File: src/rtl/adc_pkg.sv
// Shared acquisition definitions: sequencer state encoding, register map,
// AXI response codes and a byte-strobe merge helper.
package adc_pkg;

  typedef enum logic [2:0] {
    ST_IDLE  = 3'd0,
    ST_ARMED = 3'd1,
    ST_RUN   = 3'd2,
    ST_GAP   = 3'd3,
    ST_DONE  = 3'd4
  } acq_state_e;

  localparam logic [7:0] REG_CTRL   = 8'h00;
  localparam logic [7:0] REG_NPKT   = 8'h04;
  localparam logic [7:0] REG_GAP    = 8'h08;
  localparam logic [7:0] REG_STATUS = 8'h0C;
  localparam logic [7:0] REG_PKTCNT = 8'h10;

  localparam int CTRL_START    = 0;
  localparam int CTRL_ABORT    = 1;
  localparam int CTRL_EXT_TRIG = 2;
  localparam int CTRL_IRQ_MASK = 3;

  localparam logic [1:0] RESP_OKAY   = 2'b00;
  localparam logic [1:0] RESP_SLVERR = 2'b10;

  function automatic logic [31:0] apply_wstrb(input logic [31:0] old_v,
                                              input logic [31:0] new_v,
                                              input logic [3:0]  strb);
    logic [31:0] r;
    for (int i = 0; i < 4; i++)
      r[8*i +: 8] = strb[i] ? new_v[8*i +: 8] : old_v[8*i +: 8];
    return r;
  endfunction

endpackage

File: src/rtl/acq_sequencer_if.sv
// AXI4-Lite control/status bus (32-bit address and data).
interface acq_sequencer_if;
  logic [31:0] awaddr;
  logic [2:0]  awprot;
  logic        awvalid;
  logic        awready;
  logic [31:0] wdata;
  logic [3:0]  wstrb;
  logic        wvalid;
  logic        wready;
  logic [1:0]  bresp;
  logic        bvalid;
  logic        bready;
  logic [31:0] araddr;
  logic [2:0]  arprot;
  logic        arvalid;
  logic        arready;
  logic [31:0] rdata;
  logic [1:0]  rresp;
  logic        rvalid;
  logic        rready;

  modport master (
    output awaddr, awprot, awvalid, wdata, wstrb, wvalid, bready,
           araddr, arprot, arvalid, rready,
    input  awready, wready, bresp, bvalid, arready, rdata, rresp, rvalid
  );

  modport slave (
    input  awaddr, awprot, awvalid, wdata, wstrb, wvalid, bready,
           araddr, arprot, arvalid, rready,
    output awready, wready, bresp, bvalid, arready, rdata, rresp, rvalid
  );
endinterface

File: src/rtl/acq_sequencer_regs.sv
// AXI4-Lite register file for the acquisition sequencer; one outstanding
// write and one outstanding read. ACQ_SEQUENCER_IRQ_EN adds CTRL.IRQ_MASK.
module acq_sequencer_regs
  import adc_pkg::*;
#(
  parameter int GAP_WIDTH = 16
) (
  input  logic                 aclk,
  input  logic                 aresetn,
  acq_sequencer_if.slave       s_axi,
  input  acq_state_e           state,
  input  logic                 busy,
  input  logic                 done,
  input  logic [31:0]          pktcnt,
  output logic                 start,
  output logic                 abort,
  output logic                 ext_trig_en,
  output logic [31:0]          npkt,
  output logic [GAP_WIDTH-1:0] gap
`ifdef ACQ_SEQUENCER_IRQ_EN
  ,
  output logic                 irq_mask
`endif
);

  localparam logic [5:0] IDX_CTRL   = REG_CTRL[7:2];
  localparam logic [5:0] IDX_NPKT   = REG_NPKT[7:2];
  localparam logic [5:0] IDX_GAP    = REG_GAP[7:2];
  localparam logic [5:0] IDX_STATUS = REG_STATUS[7:2];
  localparam logic [5:0] IDX_PKTCNT = REG_PKTCNT[7:2];

  logic                 awready_q, awready_d, wready_q, wready_d, arready_q, arready_d;
  logic                 aw_full_q, aw_full_d, w_full_q, w_full_d;
  logic [5:0]           aw_idx_q, aw_idx_d;
  logic [31:0]          wdata_q, wdata_d;
  logic [3:0]           wstrb_q, wstrb_d;
  logic                 bvalid_q, bvalid_d, rvalid_q, rvalid_d;
  logic [1:0]           bresp_q, bresp_d, rresp_q, rresp_d;
  logic [31:0]          rdata_q, rdata_d;
  logic                 start_q, start_d, abort_q, abort_d;
  logic                 ext_trig_en_q, ext_trig_en_d;
  logic [31:0]          npkt_q, npkt_d;
  logic [GAP_WIDTH-1:0] gap_q, gap_d;
  logic                 irq_mask_rd;
  logic                 unused_bits;

`ifdef ACQ_SEQUENCER_IRQ_EN
  logic irq_mask_q, irq_mask_d;
  assign irq_mask_rd = irq_mask_q;
  assign irq_mask    = irq_mask_q;
`else
  assign irq_mask_rd = 1'b0;
`endif

  always_comb begin
    awready_d     = s_axi.awvalid & ~awready_q & ~aw_full_q & ~bvalid_q;
    wready_d      = s_axi.wvalid & ~wready_q & ~w_full_q & ~bvalid_q;
    arready_d     = s_axi.arvalid & ~arready_q & ~rvalid_q;
    aw_full_d     = aw_full_q;
    aw_idx_d      = aw_idx_q;
    w_full_d      = w_full_q;
    wdata_d       = wdata_q;
    wstrb_d       = wstrb_q;
    bvalid_d      = bvalid_q;
    bresp_d       = bresp_q;
    rvalid_d      = rvalid_q;
    rresp_d       = rresp_q;
    rdata_d       = rdata_q;
    start_d       = 1'b0;
    abort_d       = 1'b0;
    ext_trig_en_d = ext_trig_en_q;
    npkt_d        = npkt_q;
    gap_d         = gap_q;
`ifdef ACQ_SEQUENCER_IRQ_EN
    irq_mask_d    = irq_mask_q;
`endif

    if (s_axi.awvalid & awready_q) begin
      aw_full_d = 1'b1;
      aw_idx_d  = s_axi.awaddr[7:2];
    end
    if (s_axi.wvalid & wready_q) begin
      w_full_d = 1'b1;
      wdata_d  = s_axi.wdata;
      wstrb_d  = s_axi.wstrb;
    end

    // Commit once both halves of the write have landed.
    if (aw_full_q & w_full_q & ~bvalid_q) begin
      aw_full_d = 1'b0;
      w_full_d  = 1'b0;
      bvalid_d  = 1'b1;
      bresp_d   = RESP_OKAY;
      case (aw_idx_q)
        IDX_CTRL: if (wstrb_q[0]) begin
          start_d       = wdata_q[CTRL_START];
          abort_d       = wdata_q[CTRL_ABORT];
          ext_trig_en_d = wdata_q[CTRL_EXT_TRIG];
`ifdef ACQ_SEQUENCER_IRQ_EN
          irq_mask_d    = wdata_q[CTRL_IRQ_MASK];
`endif
        end
        IDX_NPKT: if (busy) bresp_d = RESP_SLVERR;
                  else      npkt_d  = apply_wstrb(npkt_q, wdata_q, wstrb_q);
        IDX_GAP:  if (busy) bresp_d = RESP_SLVERR;
                  else      gap_d   = GAP_WIDTH'(apply_wstrb(32'(gap_q), wdata_q, wstrb_q));
        default:  bresp_d = RESP_SLVERR;
      endcase
    end
    if (bvalid_q & s_axi.bready) bvalid_d = 1'b0;

    if (s_axi.arvalid & arready_q) begin
      rvalid_d = 1'b1;
      rresp_d  = RESP_OKAY;
      rdata_d  = '0;
      case (s_axi.araddr[7:2])
        IDX_CTRL:   rdata_d = {28'd0, irq_mask_rd, ext_trig_en_q, 2'b00};
        IDX_NPKT:   rdata_d = npkt_q;
        IDX_GAP:    rdata_d = 32'(gap_q);
        IDX_STATUS: rdata_d = {28'd0, done, state};
        IDX_PKTCNT: rdata_d = pktcnt;
        default:    rresp_d = RESP_SLVERR;
      endcase
    end else if (rvalid_q & s_axi.rready) begin
      rvalid_d = 1'b0;
    end
  end

  always_ff @(posedge aclk or negedge aresetn) begin
    if (!aresetn) begin
      awready_q     <= 1'b0;
      wready_q      <= 1'b0;
      arready_q     <= 1'b0;
      aw_full_q     <= 1'b0;
      aw_idx_q      <= '0;
      w_full_q      <= 1'b0;
      wdata_q       <= '0;
      wstrb_q       <= '0;
      bvalid_q      <= 1'b0;
      bresp_q       <= RESP_OKAY;
      rvalid_q      <= 1'b0;
      rresp_q       <= RESP_OKAY;
      rdata_q       <= '0;
      start_q       <= 1'b0;
      abort_q       <= 1'b0;
      ext_trig_en_q <= 1'b0;
      npkt_q        <= '0;
      gap_q         <= '0;
`ifdef ACQ_SEQUENCER_IRQ_EN
      irq_mask_q    <= 1'b0;
`endif
    end else begin
      awready_q     <= awready_d;
      wready_q      <= wready_d;
      arready_q     <= arready_d;
      aw_full_q     <= aw_full_d;
      aw_idx_q      <= aw_idx_d;
      w_full_q      <= w_full_d;
      wdata_q       <= wdata_d;
      wstrb_q       <= wstrb_d;
      bvalid_q      <= bvalid_d;
      bresp_q       <= bresp_d;
      rvalid_q      <= rvalid_d;
      rresp_q       <= rresp_d;
      rdata_q       <= rdata_d;
      start_q       <= start_d;
      abort_q       <= abort_d;
      ext_trig_en_q <= ext_trig_en_d;
      npkt_q        <= npkt_d;
      gap_q         <= gap_d;
`ifdef ACQ_SEQUENCER_IRQ_EN
      irq_mask_q    <= irq_mask_d;
`endif
    end
  end

  assign s_axi.awready = awready_q;
  assign s_axi.wready  = wready_q;
  assign s_axi.bvalid  = bvalid_q;
  assign s_axi.bresp   = bresp_q;
  assign s_axi.arready = arready_q;
  assign s_axi.rvalid  = rvalid_q;
  assign s_axi.rresp   = rresp_q;
  assign s_axi.rdata   = rdata_q;
  assign start         = start_q;
  assign abort         = abort_q;
  assign ext_trig_en   = ext_trig_en_q;
  assign npkt          = npkt_q;
  assign gap           = gap_q;

  // Decode looks only at address bits [7:2].
  assign unused_bits = ^{s_axi.awaddr[31:8], s_axi.awaddr[1:0], s_axi.araddr[31:8],
                         s_axi.araddr[1:0], s_axi.awprot, s_axi.arprot};

endmodule

File: src/rtl/acq_sequencer.sv
// Acquisition sequencer: gates an ADC stream into packets under FSM control.
// Define ACQ_SEQUENCER_IRQ_EN for the irq output and CTRL.IRQ_MASK.
module acq_sequencer
  import adc_pkg::*;
#(
  parameter int DATA_WIDTH = 32,
  parameter int GAP_WIDTH  = 16
) (
  input  logic                  aclk,
  input  logic                  aresetn,
  input  logic [DATA_WIDTH-1:0] s_axis_data_tdata,
  input  logic                  s_axis_data_tvalid,
  output logic                  s_axis_data_tready,
  output logic [DATA_WIDTH-1:0] m_axis_data_tdata,
  output logic                  m_axis_data_tvalid,
  input  logic                  m_axis_data_tready,
  input  logic                  pkt_last,
  input  logic                  trigger,
  acq_sequencer_if.slave        s_axi_lite,
  output logic                  busy
`ifdef ACQ_SEQUENCER_IRQ_EN
  ,
  output logic                  irq
`endif
);

  acq_state_e           state_q, state_d;
  logic                 trig_s1_q, trig_s2_q, trig_s3_q;
  logic [31:0]          pktcnt_q, pktcnt_d;
  logic                 done_q, done_d;
  logic                 abort_pend_q, abort_pend_d;
  logic [GAP_WIDTH-1:0] gap_cnt_q, gap_cnt_d;
  logic                 start, abort, ext_trig_en;
  logic [31:0]          npkt;
  logic [GAP_WIDTH-1:0] gap;
  logic                 run, pkt_done, trig_rise, npkt_hit;

  acq_sequencer_regs #(.GAP_WIDTH(GAP_WIDTH)) u_regs (
    .aclk        (aclk),
    .aresetn     (aresetn),
    .s_axi       (s_axi_lite),
    .state       (state_q),
    .busy        (busy),
    .done        (done_q),
    .pktcnt      (pktcnt_q),
    .start       (start),
    .abort       (abort),
    .ext_trig_en (ext_trig_en),
    .npkt        (npkt),
    .gap         (gap)
`ifdef ACQ_SEQUENCER_IRQ_EN
    ,
    .irq_mask    (irq_mask)
`endif
  );

  assign run                = (state_q == ST_RUN);
  assign busy               = (state_q != ST_IDLE);
  assign m_axis_data_tdata  = s_axis_data_tdata;
  assign m_axis_data_tvalid = s_axis_data_tvalid & run;
  assign s_axis_data_tready = m_axis_data_tready & run;
  assign pkt_done           = run & pkt_last & s_axis_data_tvalid & m_axis_data_tready;
  assign trig_rise          = trig_s2_q & ~trig_s3_q;
  // 33-bit compare so a saturated counter never wraps into a false match.
  assign npkt_hit = (npkt != 32'd0) && (({1'b0, pktcnt_q} + 33'd1) == {1'b0, npkt});

  always_comb begin
    state_d      = state_q;
    pktcnt_d     = pktcnt_q;
    done_d       = done_q;
    abort_pend_d = abort_pend_q;
    gap_cnt_d    = gap_cnt_q;
    if (pkt_done && pktcnt_q != '1) pktcnt_d = pktcnt_q + 32'd1;

    case (state_q)
      ST_IDLE: begin
        abort_pend_d = 1'b0;
        if (start) begin
          pktcnt_d = '0;
          done_d   = 1'b0;
          state_d  = ext_trig_en ? ST_ARMED : ST_RUN;
        end
      end
      ST_ARMED: begin
        if (abort)          state_d = ST_IDLE;
        else if (trig_rise) state_d = ST_RUN;
      end
      ST_RUN: begin
        // A packet in flight always completes; abort takes effect at its tlast.
        if (pkt_done) begin
          if (npkt_hit) begin
            state_d = ST_DONE;
            done_d  = 1'b1;
          end else if (abort || abort_pend_q) begin
            state_d = ST_IDLE;
          end else if (gap != '0) begin
            state_d   = ST_GAP;
            gap_cnt_d = gap;
          end
        end else if (abort) begin
          abort_pend_d = 1'b1;
        end
      end
      ST_GAP: begin
        if (abort)                             state_d = ST_IDLE;
        else if (gap_cnt_q <= GAP_WIDTH'(1))   state_d = ST_RUN;
        else                                   gap_cnt_d = gap_cnt_q - GAP_WIDTH'(1);
      end
      ST_DONE: state_d = ST_IDLE;
      default: state_d = ST_IDLE;
    endcase
  end

  always_ff @(posedge aclk or negedge aresetn) begin
    if (!aresetn) begin
      state_q      <= ST_IDLE;
      trig_s1_q    <= 1'b0;
      trig_s2_q    <= 1'b0;
      trig_s3_q    <= 1'b0;
      pktcnt_q     <= '0;
      done_q       <= 1'b0;
      abort_pend_q <= 1'b0;
      gap_cnt_q    <= '0;
    end else begin
      state_q      <= state_d;
      trig_s1_q    <= trigger;
      trig_s2_q    <= trig_s1_q;
      trig_s3_q    <= trig_s2_q;
      pktcnt_q     <= pktcnt_d;
      done_q       <= done_d;
      abort_pend_q <= abort_pend_d;
      gap_cnt_q    <= gap_cnt_d;
    end
  end

`ifdef ACQ_SEQUENCER_IRQ_EN
  logic irq_mask, irq_q, irq_d;
  assign irq_d = (state_q == ST_RUN) && (state_d == ST_DONE) && !irq_mask;
  always_ff @(posedge aclk or negedge aresetn) begin
    if (!aresetn) irq_q <= 1'b0;
    else          irq_q <= irq_d;
  end
  assign irq = irq_q;
`endif

endmodule

File: src/flat_wrapper.sv
// flat-port wrapper written by rule: the top's interface ports become plain ports
module acq_sequencer_flat import adc_pkg::*;
#(
  parameter int DATA_WIDTH = 32,
  parameter int GAP_WIDTH  = 16
)
  (aclk, aresetn, s_axis_data_tdata, s_axis_data_tvalid, s_axis_data_tready, m_axis_data_tdata, m_axis_data_tvalid, m_axis_data_tready, pkt_last, trigger, busy, s_axi_lite_awaddr, s_axi_lite_awprot, s_axi_lite_awvalid, s_axi_lite_wdata, s_axi_lite_wstrb, s_axi_lite_wvalid, s_axi_lite_bready, s_axi_lite_araddr, s_axi_lite_arprot, s_axi_lite_arvalid, s_axi_lite_rready, s_axi_lite_awready, s_axi_lite_wready, s_axi_lite_bresp, s_axi_lite_bvalid, s_axi_lite_arready, s_axi_lite_rdata, s_axi_lite_rresp, s_axi_lite_rvalid);
  acq_sequencer_if s_axi_lite_i ();
  input  logic aclk;
  input  logic aresetn;
  input  logic [DATA_WIDTH-1:0] s_axis_data_tdata;
  input  logic s_axis_data_tvalid;
  output logic s_axis_data_tready;
  output logic [DATA_WIDTH-1:0] m_axis_data_tdata;
  output logic m_axis_data_tvalid;
  input  logic m_axis_data_tready;
  input  logic pkt_last;
  input  logic trigger;
  output logic busy;
  input wire logic [$bits(s_axi_lite_i.awaddr)-1:0] s_axi_lite_awaddr;
  input wire logic [$bits(s_axi_lite_i.awprot)-1:0] s_axi_lite_awprot;
  input wire logic [$bits(s_axi_lite_i.awvalid)-1:0] s_axi_lite_awvalid;
  input wire logic [$bits(s_axi_lite_i.wdata)-1:0] s_axi_lite_wdata;
  input wire logic [$bits(s_axi_lite_i.wstrb)-1:0] s_axi_lite_wstrb;
  input wire logic [$bits(s_axi_lite_i.wvalid)-1:0] s_axi_lite_wvalid;
  input wire logic [$bits(s_axi_lite_i.bready)-1:0] s_axi_lite_bready;
  input wire logic [$bits(s_axi_lite_i.araddr)-1:0] s_axi_lite_araddr;
  input wire logic [$bits(s_axi_lite_i.arprot)-1:0] s_axi_lite_arprot;
  input wire logic [$bits(s_axi_lite_i.arvalid)-1:0] s_axi_lite_arvalid;
  input wire logic [$bits(s_axi_lite_i.rready)-1:0] s_axi_lite_rready;
  output wire logic [$bits(s_axi_lite_i.awready)-1:0] s_axi_lite_awready;
  output wire logic [$bits(s_axi_lite_i.wready)-1:0] s_axi_lite_wready;
  output wire logic [$bits(s_axi_lite_i.bresp)-1:0] s_axi_lite_bresp;
  output wire logic [$bits(s_axi_lite_i.bvalid)-1:0] s_axi_lite_bvalid;
  output wire logic [$bits(s_axi_lite_i.arready)-1:0] s_axi_lite_arready;
  output wire logic [$bits(s_axi_lite_i.rdata)-1:0] s_axi_lite_rdata;
  output wire logic [$bits(s_axi_lite_i.rresp)-1:0] s_axi_lite_rresp;
  output wire logic [$bits(s_axi_lite_i.rvalid)-1:0] s_axi_lite_rvalid;
  assign s_axi_lite_i.awaddr = s_axi_lite_awaddr;
  assign s_axi_lite_i.awprot = s_axi_lite_awprot;
  assign s_axi_lite_i.awvalid = s_axi_lite_awvalid;
  assign s_axi_lite_i.wdata = s_axi_lite_wdata;
  assign s_axi_lite_i.wstrb = s_axi_lite_wstrb;
  assign s_axi_lite_i.wvalid = s_axi_lite_wvalid;
  assign s_axi_lite_i.bready = s_axi_lite_bready;
  assign s_axi_lite_i.araddr = s_axi_lite_araddr;
  assign s_axi_lite_i.arprot = s_axi_lite_arprot;
  assign s_axi_lite_i.arvalid = s_axi_lite_arvalid;
  assign s_axi_lite_i.rready = s_axi_lite_rready;
  assign s_axi_lite_awready = s_axi_lite_i.awready;
  assign s_axi_lite_wready = s_axi_lite_i.wready;
  assign s_axi_lite_bresp = s_axi_lite_i.bresp;
  assign s_axi_lite_bvalid = s_axi_lite_i.bvalid;
  assign s_axi_lite_arready = s_axi_lite_i.arready;
  assign s_axi_lite_rdata = s_axi_lite_i.rdata;
  assign s_axi_lite_rresp = s_axi_lite_i.rresp;
  assign s_axi_lite_rvalid = s_axi_lite_i.rvalid;
  acq_sequencer #(.DATA_WIDTH(DATA_WIDTH), .GAP_WIDTH(GAP_WIDTH)) u_core (.aclk(aclk), .aresetn(aresetn), .s_axis_data_tdata(s_axis_data_tdata), .s_axis_data_tvalid(s_axis_data_tvalid), .s_axis_data_tready(s_axis_data_tready), .m_axis_data_tdata(m_axis_data_tdata), .m_axis_data_tvalid(m_axis_data_tvalid), .m_axis_data_tready(m_axis_data_tready), .pkt_last(pkt_last), .trigger(trigger), .s_axi_lite(s_axi_lite_i), .busy(busy));
endmodule
File: config.mk
export PLATFORM = sky130hd
export DESIGN_NAME = acq_sequencer_flat
export DESIGN_NICKNAME = d
export VERILOG_FILES = /design/src/rtl/adc_pkg.sv /design/src/rtl/acq_sequencer_if.sv /design/src/rtl/acq_sequencer_regs.sv /design/src/rtl/acq_sequencer.sv /design/src/flat_wrapper.sv
export SDC_FILE = /design/constraint.sdc
export NUM_CORES = 1
export LEC_CHECK = 0
export BUFFER_PORTS_ARGS = -buffer_cell sky130_fd_sc_hd__buf_2
export CAP_MARGIN = 20
export CORE_AREA = 2 2 124 216
export DETAILED_ROUTE_END_ITERATION = 6
export DIE_AREA = 0 0 126 218
export PLACE_DENSITY = 0.67
export SETUP_SLACK_MARGIN = 0.2
export SLEW_MARGIN = 15
export SYNTH_ARGS = -nofsm -noshare
export SYNTH_HDL_FRONTEND = slang
export SYNTH_SLANG_ARGS = --single-unit
File: constraint.sdc
create_clock -name aclk -period 3.4 [get_ports aclk]
set_clock_uncertainty 0.05 [all_clocks]
set_input_delay 0.51 -clock aclk [delete_from_list [all_inputs] [get_ports aclk]]
set_output_delay 0.51 -clock aclk [all_outputs]
set_load 0.02 [all_outputs]
# Word level (Yosys, flattened, before mapping)
# Cells that the tools add are included.
[word_totals] ff_bits=192
[classes] addsub=3 magnitude_cmp=1 eq_ne=24 n_mux=46 bitwise=30 reduce_logical=28
[ops] op="32-bit case mux with 5 select lines" n=1
[ops] op="16-bit 2-to-1 mux" n=6
[ops] op="32-bit 2-to-1 mux" n=3
[ops] op="32-bit by 1-bit adder with 33-bit output, second input constant" n=1
[ops] op="33-bit by 32-bit equality test with 1-bit output" n=1
[ops] op="32-bit by 1-bit adder with 32-bit output, second input constant" n=1
[ops] op="32-bit != test, second input constant" n=1
[ops] op="16-bit case mux with 2 select lines" n=1
[ops] op="32-bit nonzero test" n=1
[ops] op="4-bit AND reduction" n=7
[ops] op="3-bit 2-to-1 mux" n=9
[ops] op="1-bit AND" n=21
[ops] op="2-bit != test, second input constant" n=10
[ops] op="1-bit 2-to-1 mux" n=19
[ops] op="6-bit by 2-bit equality test with 1-bit output, second input constant" n=3
[ops] op="16-bit by 1-bit <= comparator with 1-bit output, second input constant" n=1
[ops] op="16-bit nonzero test" n=1
[ops] op="16-bit by 1-bit subtractor with 16-bit output, second input constant" n=1
[ops] op="6-bit by 1-bit equality test with 1-bit output, second input constant" n=2
[ops] op="6-bit zero test" n=2
[ops] op="3-bit case mux with 4 select lines" n=1
[ops] op="2-bit nonzero test" n=6
[ops] op="1-bit inverter" n=9
[ops] op="7-bit AND reduction" n=1
[ops] op="16 further kinds" n=23

# Logic depth before layout (Yosys ltp)
[depth] word_depth=8 depth_mapped=12 mapped_depth_nobuf=9

# Modules after synthesis
# Synthesis repeated with hierarchy kept, for this count alone.
[unflattened] hier_cells=998 area_unflattened_um2=10207.3
[modules_own_cells] module="acq_sequencer_regs" instances=1 cells_each=412 area_each_um2=5517.8 seq_area_each_um2=3353.2
[modules_own_cells] module="acq_sequencer" instances=1 cells_each=586 area_each_um2=4689.5 seq_area_each_um2=1401.3

# Worst setup path after synthesis
# OpenSTA, ideal clock, no wires.
[synth_path] kind="reg-to-reg" start="reg u_core.pktcnt_q[0]" end="reg u_core.gap_cnt_q[0]" arrival_ns=3.070 setup_slack_ns=0.154 path_stages_with_launch=12 n_path_buf=2 period_less_slack_ns=3.246 path_cell_list="dfrtp_1 -> ha_1 -> nand4_4 -> or4_1 -> buf_2 -> or4_1 -> a21o_1 -> nand4_2 -> nor4_4 -> or2_1 -> buf_4 -> a221o_1"
[synth_between] elab_chain_cells=5
[synth_rtl] element="start: declaration" line="acq_sequencer.sv:29" source="logic [31:0] pktcnt_q, pktcnt_d;"
[synth_rtl] element="start signal: assignment" line="acq_sequencer.sv:129" source="pktcnt_q <= pktcnt_d;"
[synth_rtl] element="32-bit by 1-bit adder with 33-bit output" line="acq_sequencer.sv:65" source="assign npkt_hit = (npkt != 32'd0) && (({1'b0, pktcnt_q} + 33'd1) == {1'b0, npkt});"
[synth_rtl] element="33-bit by 32-bit equality test with 1-bit output" line="acq_sequencer.sv:65"
[synth_rtl] element="1-bit logical AND" line="acq_sequencer.sv:65"
[synth_rtl] element="2-bit != test (no source line)"
[synth_rtl] element="7-bit AND reduction (no source line)"
[synth_rtl] element="end signal: assignment" line="acq_sequencer.sv:132" source="gap_cnt_q <= gap_cnt_d;"
[synth_rtl] element="end: declaration" line="acq_sequencer.sv:32" source="logic [GAP_WIDTH-1:0] gap_cnt_q, gap_cnt_d;"
# No other way between the ends.
# A chain may end at the register's enable or synchronous reset.

# Worst setup path in the final report
[layout_path] start="reg u_core.pktcnt_q[6]" end="reg u_core.gap_cnt_q[0]"
# The elaborated chain is that of the path after synthesis.

==> metrics <==
via count 8322; Detailed Route WL 29600 um; slew margin rel. between 50% and 60%; routability cong. between 0.9 and 1; status finished clean; Leak Pwr 0.00575 uW; routed wire length per instance 19.8 um; Detailed Route Iter0 Violations 546; CP Capture Type flop; worst-skew pair later-pin latency 0.45 ns; Pins Over Slew Limit 0; fraction of layout cells with a size suffix above 1 around a third; Peak VDD IR 0.000535 V; met3 GRT Util 2.87%; Hold Crit Class primary input to async pin; PortBufs 100; antenna-violating nets left 0; vias in the first global route 8380; Arr. time, crit path 3.48 ns; # DRC 0; largest net degree at the start of global routing 85; 1st-pass router iterations 5; io pins 225; die area 0.0275 sq mm; Die Height 218 um; Synth warnings 0; pre-CTS setup slack -0.127 ns; Cell Area, Synth about 0.010 sq mm; Root Driver clkbuf_16; PnR worst setup slack 0.204 ns; post-synthesis sequential area ratio 47.0%; GR peak layer met2; Hold Slack 0.0428 ns; total power 6560 uW; final setup violation count 0; asr flop ratio synth 100%; Post-DP HPWL 22600 um; met2 usage 39.7%; Final Cycle Share roughly 94%; fmax 313 MHz; cell count after synthesis 1003; Final Hold Viols 0; Area Growth Syn to Fin 23.2%; number of nets in the layout 1311; Synth cell types 73; H-tree lvl count 4; CTS tree yes; first-pass GRT wire length between 40000 and 50000 um; met1 Track Usage GR between 20% and 30%; grt total ovfl 0; All-Layer GR Usage 21.4%; post-synthesis sequential element count 190; critical path required time 3.69 ns; total clock buffers created by CTS 17; Rows 78; EDFF count, synth 0; Worst Tran Pin Value about 0.70 ns; syn_area_per_cell 10.1 sq um; Power per Cell Area 526 mW/mm^2; placeable core area 0.0258 sq mm; Final Core Density 48.4%; initial antenna violation count 0; Initial Util 39.3%; Final min period 3.20 ns; Worst Setup Start Kind flop; number of max-cap violations 0; diodes inserted 0; predominant post-synthesis flop cell dfrtp_1; unrepaired setup endpoints after global routing yes; clk sinks 190; critical-path maximum fanout 8; Horiz. Die Dim 126 um; critical path class flop to flop; via density per instance 5.58; Final TNS setup 0 ns; worst-case clock buffer depth 2; clock transition at the registers of the reported paths 0.08 ns
-- per-stage QoR --
step / cells / area (sq um)
floorplan: 1004 / 10100
global placement: 1436 / 11400
detailed placement: 1436 / 11400
CTS: 1471 / 12100
global route: 1492 / 12500
finish: 1492 / 12500
-- flip-flops by register name (all words and copies together) (netlist names), 3 cells and up --
signal	flops
u_core.state_q	3
u_core.u_regs.npkt	32
u_core.u_regs.aw_idx_q	6
u_core.gap_cnt_q	16
u_core.u_regs.wstrb_q	4
u_core.u_regs.gap	16
u_core.u_regs.wdata_q	32
u_core.pktcnt_q	32
u_core.u_regs.s_axi.rdata	32
-- cell usage after synthesis (8+ instances only) --
cell,n,area share [%]
nand2_1,82,3.0
a22oi_1,17,1.3
xnor2_1,34,2.9
buf_2,15,0.74
a31oi_1,16,0.99
dfrtp_1,190,47
or3_1,8,0.49
xor2_1,32,2.8
nand4_1,24,1.5
clkbuf_1,39,1.4
nor3_1,32,1.6
and2_1,11,0.68
o22a_1,14,1.2
a21oi_1,22,1.1
inv_1,15,0.56
nand3_1,23,1.1
buf_4,36,2.7
nor4_1,33,2.0
nor2_1,94,3.5
a222oi_1,12,1.2
o21ai_0,48,2.4
mux2_2,91,10
and3_1,13,0.80
-- area by class of cell --
class	instances	area (sq um)
Clock inverter	14	220
Multi-Input combinational cell	705	5000
Fill cell	2424	13300
Inverter	15	56.3
Clock buffer	18	439
Timing Repair Buffer	230	1600
Sequential cell	190	4760
Tap cell	320	400
-- placed cells by master, fill, tap and decap left out, types with 6 or more instances in the layout --
cell type and n:
nor3b_1 6, or3_1 7, a31oi_1 16, mux2_2 91, and3_1 13, and2_1 11
clkbuf_16 19, nand4_1 24, buf_4 116, or2_2 6, nand2_1 82, a21oi_1 22
o22a_1 14, nor2_1 92, inv_1 15, buf_6 8, a222oi_1 12, dfrtp_1 187
nor4_1 28, o21ai_0 46, a22oi_1 17, buf_2 99, xnor2_1 32, nor3_1 31
nand3_1 20, xor2_1 32
-- path summary, 6_finish.rpt --
kind	from	to	slack [ns]	cells past startpoint
min in group aclk	trigger	u_core.trig_s1_q	0.11	1
setup / recovery	u_core.pktcnt_q[6]	u_core.gap_cnt_q[0]	0.20	11
hold reg to reg	u_core.trig_s1_q	u_core.trig_s2_q	0.30	0
max in group asynchronous	aresetn	u_core.u_regs.wdata_q[5]	2.29	2
hold / removal	aresetn	u_core.u_regs.s_axi.rdata[20]	0.04	1
setup reg to reg	u_core.pktcnt_q[6]	u_core.gap_cnt_q[0]	0.20	11
-- critical path, stage by stage, from the launching register on --
cell and delay (ns):
dfrtp_1 0.42, buf_4 0.15, nand3_1 0.12, or4_4 0.61, or4_1 0.50, a21o_1 0.21
nand4_2 0.09, nor4_4 0.04, buf_6 0.14, or2_4 0.27, buf_12 0.15, a221o_1 0.33
-- routing by layer --
layer / up-vias / routed length, um
met2: 197 / 16200
met3: 101 / 859
li1: 3930 / -
met5: - / 0
met1: 4094 / 10500
met4: 0 / 1930
-- cell families after synthesis --
kind of cell	share of synthesized area (%)
buffers and inverters	5.66
flip-flops	47.0
multiplexers	10.8
AO/OA/AOI/OAI	11.7
adder cells (fa/ha/maj)	0.371
other	0.0370
XOR/XNOR	5.71
AND/OR/NAND/NOR	18.7
-- timing repair --
item,in CTS,in global routing
pin swaps,6,32
setup endpoints to repair,18,19
setup buffers,3,19
gates cloned,0,2
resized for setup,16,25
hold buffers,0,0
-- where the power goes --
group | switching, uW | leakage (uW) | total [uW] | internal [uW]
combinational | 714 | 0.00291 | 1370 | 655
clock | 944 | 0.000323 | 2230 | 1280
sequential | 328 | 0.00251 | 2970 | 2640
total | 1990 | 0.00575 | 6560 | 4580
Power figures use the tool's default switching activity.
